### src/rtl/fetch_unit.sv
// Instruction fetch stage.
// Holds the fetch PC and reads instruction memory one word at a time over a
// req/gnt/rvalid handshake, with at most one request outstanding. Returned
// words are queued with their PCs in a small FIFO toward decode. A redirect
// loads a new PC, empties the FIFO and drops any response still in flight.
module fetch_unit #(
    parameter logic [31:0] RESET_PC   = 32'h0000_0000,
    parameter int unsigned FIFO_DEPTH = 2,
    parameter logic [31:0] NOP_INSTR  = 32'h0000_0013
) (
    input  logic        clk,
    input  logic        rst,
    input  logic        redirect_i,
    input  logic [31:0] pc_i,
    output logic        imem_req_o,
    output logic [31:0] imem_addr_o,
    input  logic        imem_gnt_i,
    input  logic        imem_rvalid_i,
    input  logic [31:0] imem_rdata_i,
    output logic        instr_valid_o,
    input  logic        instr_ready_i,
    output logic [31:0] instr_o,
    output logic [31:0] instr_pc_o
);

    localparam int unsigned PTR_W = $clog2(FIFO_DEPTH);
    localparam int unsigned CNT_W = PTR_W + 1;
    localparam logic [CNT_W-1:0] DEPTH_C = CNT_W'(FIFO_DEPTH);

    // REQ: may issue a request; WAIT: response owed to us;
    // DROP: response owed but belongs to a flushed path.
    typedef enum logic [1:0] {
        ST_REQ  = 2'd0,
        ST_WAIT = 2'd1,
        ST_DROP = 2'd2
    } state_t;

    state_t           state_q;
    logic [31:0]      fetch_pc_q;
    logic [31:0]      req_pc_q;
    logic [PTR_W-1:0] wr_ptr_q;
    logic [PTR_W-1:0] rd_ptr_q;
    logic [CNT_W-1:0] count_q;

    logic [31:0] instr_mem_q [FIFO_DEPTH];
    logic [31:0] pc_mem_q    [FIFO_DEPTH];

    logic req;
    logic push;
    logic pop;
    logic empty;

    // The request is gated by a full buffer and by a redirect in the same
    // cycle, so the address never changes under a pending request except
    // when a redirect deliberately withdraws it. Reset forces it low.
    assign empty = (count_q == '0);
    assign req   = !rst && (state_q == ST_REQ) && (count_q < DEPTH_C) && !redirect_i;
    assign push  = (state_q == ST_WAIT) && imem_rvalid_i && !redirect_i;
    assign pop   = !empty && instr_ready_i && !redirect_i;

    assign imem_req_o    = req;
    assign imem_addr_o   = fetch_pc_q;
    assign instr_valid_o = !empty;
    assign instr_o       = empty ? NOP_INSTR : instr_mem_q[rd_ptr_q];
    assign instr_pc_o    = empty ? 32'h0     : pc_mem_q[rd_ptr_q];

    // Fetch FSM, fetch PC and FIFO bookkeeping; redirect overrides everything.
    always_ff @(posedge clk or posedge rst) begin
        if (rst) begin
            state_q    <= ST_REQ;
            fetch_pc_q <= RESET_PC;
            req_pc_q   <= RESET_PC;
            wr_ptr_q   <= '0;
            rd_ptr_q   <= '0;
            count_q    <= '0;
        end else if (redirect_i) begin
            fetch_pc_q <= pc_i & 32'hFFFF_FFFC;
            wr_ptr_q   <= '0;
            rd_ptr_q   <= '0;
            count_q    <= '0;
            case (state_q)
                ST_WAIT: state_q <= imem_rvalid_i ? ST_REQ : ST_DROP;
                ST_DROP: state_q <= imem_rvalid_i ? ST_REQ : ST_DROP;
                default: state_q <= ST_REQ;
            endcase
        end else begin
            case (state_q)
                ST_REQ: begin
                    if (req && imem_gnt_i) begin
                        req_pc_q   <= fetch_pc_q;
                        fetch_pc_q <= fetch_pc_q + 32'd4;
                        state_q    <= ST_WAIT;
                    end
                end
                ST_WAIT: begin
                    if (imem_rvalid_i) begin
                        state_q <= ST_REQ;
                    end
                end
                ST_DROP: begin
                    if (imem_rvalid_i) begin
                        state_q <= ST_REQ;
                    end
                end
                default: state_q <= ST_REQ;
            endcase

            if (push) begin
                wr_ptr_q <= wr_ptr_q + PTR_W'(1);
            end
            if (pop) begin
                rd_ptr_q <= rd_ptr_q + PTR_W'(1);
            end
            case ({push, pop})
                2'b10:   count_q <= count_q + CNT_W'(1);
                2'b01:   count_q <= count_q - CNT_W'(1);
                default: count_q <= count_q;
            endcase
        end
    end

    // Buffer storage; contents are qualified by count, so no reset needed.
    always_ff @(posedge clk) begin
        if (push) begin
            instr_mem_q[wr_ptr_q] <= imem_rdata_i;
            pc_mem_q[wr_ptr_q]    <= req_pc_q;
        end
    end

endmodule

### config.mk
export PLATFORM = sky130hd
export DESIGN_NAME = fetch_unit
export DESIGN_NICKNAME = d
export VERILOG_FILES = /design/src/rtl/fetch_unit.sv
export SDC_FILE = /design/constraint.sdc
export NUM_CORES = 1
export LEC_CHECK = 0
export CAP_MARGIN = 20
export CORE_MARGIN = 4
export CORE_UTILIZATION = 46
export CTS_CLUSTER_SIZE = 30
export DETAILED_ROUTE_END_ITERATION = 7
export PLACE_DENSITY_LB_ADDON = 0.2
export SYNTH_ARGS = -nofsm -noshare
export SYNTH_HDL_FRONTEND = slang
export SYNTH_SLANG_ARGS = --single-unit
export TNS_END_PERCENT = 50
### constraint.sdc
create_clock -name clk -period 5.6 [get_ports clk]
set_input_delay 0.56 -clock clk [delete_from_list [all_inputs] [get_ports clk]]
set_output_delay 0.56 -clock clk [all_outputs]
set_load 0.01 [all_outputs]
==> impl_metrics.json <==
{
  "hold_class": "flop to flop",
  "initial_utilization_pct": 47.5,
  "synthTopCellsByArea": "edfxtp_1 (47%), dfrtp_1 (21%), mux2i_1 (7.8%)",
  "vias": 5533,
  "layout_min_cycle_time_ns": 3.15,
  "clock_path_buffers": 2,
  "area_growth_pct": 30.8,
  "crit_arrival_ns": 2.59,
  "dp_hpwl_microns": 12000,
  "vias_per_cell": 5.41,
  "path_clk_slew_ns": 0.07,
  "p_leak_nw": 3.75,
  "peakVddDrop_mv": 0.252,
  "ctsRootBufferMaster": "clkbuf_16",
  "final_hold_viol_count": 0,
  "post-route-util_pct": 62.1,
  "synthFlopType": "edfxtp_1",
  "skew_ns": 0.00688,
  "post_cts_resized": 0,
  "required_ns": 5.04,
  "fin_nets": 863,
  "cts.sinks": 190,
  "drcViolationCount": 0,
  "ff_latch_area_sq_um": 5380,
  "fmax_mhz": 317,
  "cts_hold_buffers": 0,
  "die_area_sq_um": 19500,
  "synth_top_area_share_pct": 46.7,
  "crit_top_cell": "clkdlybuf4s50_1",
  "worstSetupEndpointType": "primary output",
  "fin_setup_tns_ns": 0,
  "crit_slowest_cell": "or4b_4",
  "htree_levels": 4,
  "yosysSeqAreaShare_pct": 67.3,
  "fillCellCount": 1310,
  "grt_antenna_before_repair": 1,
  "synth_area_per_cell_sq_um": 12.5,
  "status": "completed",
  "ys_top_cells_by_count": "edfxtp_1 (124), nand2_1 (108), nor2_1 (81), dfrtp_1 (66), mux2i_1 (62)",
  "firstDrtPassIters": 6,
  "placed_area_sq_um": 9790,
  "synth_top_area_cell": "edfxtp_1",
  "synth_edf_count": 124,
  "cts_setup_buffers": 0,
  "cp_cell_sequence": "clkdlybuf4s50_1 > buf_4 > or4b_4 > clkinv_2 > clkdlybuf4s50_1",
  "slowest_delay_ns": 0.63,
  "timing.final.ws_setup_ns": 2.45,
  "async_flop_share_pct": 34.7,
  "grt_overflow": 0,
  "multi_input_area_sq_um": 2410,
  "netlist_area_sq_um": 7980,
  "rows": 47,
  "cts_made_buffers": 17,
  "wirelength_microns": 17700,
  "post_drt_wl_per_cell_microns": 17.3,
  "crit_type": "primary input to primary output",
  "dieWidth_microns": 140,
  "period_share_pct": 56.3,
  "synthCells": 639,
  "drive_gt1_share_pct": 6.48,
  "grt_pass1_vias": 5572,
  "grt_start_max_net_pins": 64,
  "post_synth_num_cell_types": 50,
  "coreArea_sq_um": 16800,
  "setup_violations": 0,
  "place_congestion": 0.875,
  "rsz0062_at_grt": "false",
  "yosysMostFrequentCell": "edfxtp_1",
  "portBuffers": 161,
  "place_ws_ns": 2.01,
  "clock_latency_ns": 0.42,
  "ant_nets": 0,
  "drv_cap": 0,
  "power_mw": 3.28,
  "slew_viol_final": 0,
  "drtIter0Drc": 309,
  "ioPinCount": 168,
  "final_area_sq_um": 10400,
  "startpoint_type": "primary input",
  "track_usage_pct": 18.2,
  "grt_pass1_wl_microns": 28600,
  "max_slew_margin_pct": 25.6,
  "diodes": 0,
  "cts_tree": "built",
  "yosysWarnings": 0,
  "p_per_area_nw_per_um2": 314,
  "chipHeight_microns": 140,
  "synth-seq-cells": 190,
  "cp_max_fo": 41,
  "max_slew.worst_pin.slew_ns": 1.12
}
[area by class of cell]
| class | instances | area share [%] |
|---|---|---|
| Clock buffer | 23 | 5.31 |
| Clock inverter | 9 | 0.755 |
| Inverter | 15 | 0.551 |
| Multi-Input combinational cell | 397 | 23.1 |
| Sequential cell | 190 | 51.5 |
| Tap cell | 220 | 2.64 |
| Timing Repair Buffer | 169 | 16.1 |
[flip-flops by register name, indices dropped and copies added, names as in the netlist]
register / cells
count_q: 2
pc_mem_q: 60
rd_ptr_q: 1
imem_addr_o: 30
state_q: 2
req_pc_q: 30
wr_ptr_q: 1
instr_mem_q: 64
[kinds of logic after synthesis]
kind of cell             count (synthesis)  share of synthesized area, %
flip-flops                             190                          67.3
AND/OR/NAND/NOR                        256                          14.6
adder cells (fa/ha/maj)                  3                         0.470
multiplexers                            62                          7.78
XOR/XNOR                                 6                         0.658
other                                    1                        0.0470
AO/OA/AOI/OAI                           66                          6.21
buffers and inverters                   55                          2.87
[layout by cell type, fill, tap and decap left out, types with 3 or more instances in the layout]
cell,count
or4_1,8
clkbuf_16,22
ha_1,3
inv_6,4
o21ai_0,9
and3_1,10
o31ai_1,7
a221oi_1,4
nand4_1,5
nand3_1,8
o211ai_1,3
dfrtp_1,65
edfxtp_1,124
clkdlybuf4s50_1,161
a21oi_1,6
nor2b_1,3
nand2_1,108
a311oi_1,15
buf_4,7
inv_1,12
o221a_2,4
nor2_1,80
and2_1,9
nor3_1,5
a31oi_1,8
xor2_1,4
mux2i_1,62
conb_1,4
and4_1,6
o311ai_0,3
[power breakdown]
group	switching (mW)	internal (mW)	total, mW
Combinational	0.152	0.157	0.309
Clock	0.517	0.713	1.23
Sequential	0.102	1.64	1.74
[routing by layer]
metal | GRT usage (%) | wire [microns]
met1 | 25.7 | 8140
met2 | 28.0 | 8010
met3 | 4.84 | 1320
met4 | 5.10 | 226
met5 | 0 | 13
[critical path: cells and delay by family]
kind                   cells  cell delay, ns
buffers and inverters      4            1.39
and+or+nand+nor            1            0.63
[through the flow]
stage | hold slack [ns] | std cells
finish | 0.469 | 1023
global route | 0.489 | 1023
CTS | 0.472 | 1022
detailed placement | 0.456 | 990
global placement | 0.453 | 990
floorplan | 0.442 | 642
[path summary, 6_finish.rpt]
path | from | slack [ns] | endpoint | depth (start not counted)
max | redirect_i | 2.45 | imem_req_o | 5
min | req_pc_q[22] | 0.47 | pc_mem_q[0][22] | 0
max reg2reg | state_q[1] | 2.93 | instr_mem_q[1][30] | 5
min reg2reg | req_pc_q[22] | 0.47 | pc_mem_q[0][22] | 0
max in group asynchronous | rst | 4.03 | rd_ptr_q | 3
min in group asynchronous | rst | 0.62 | imem_addr_o[21] | 2
Note: power is estimated with default switching activity, not from simulation.
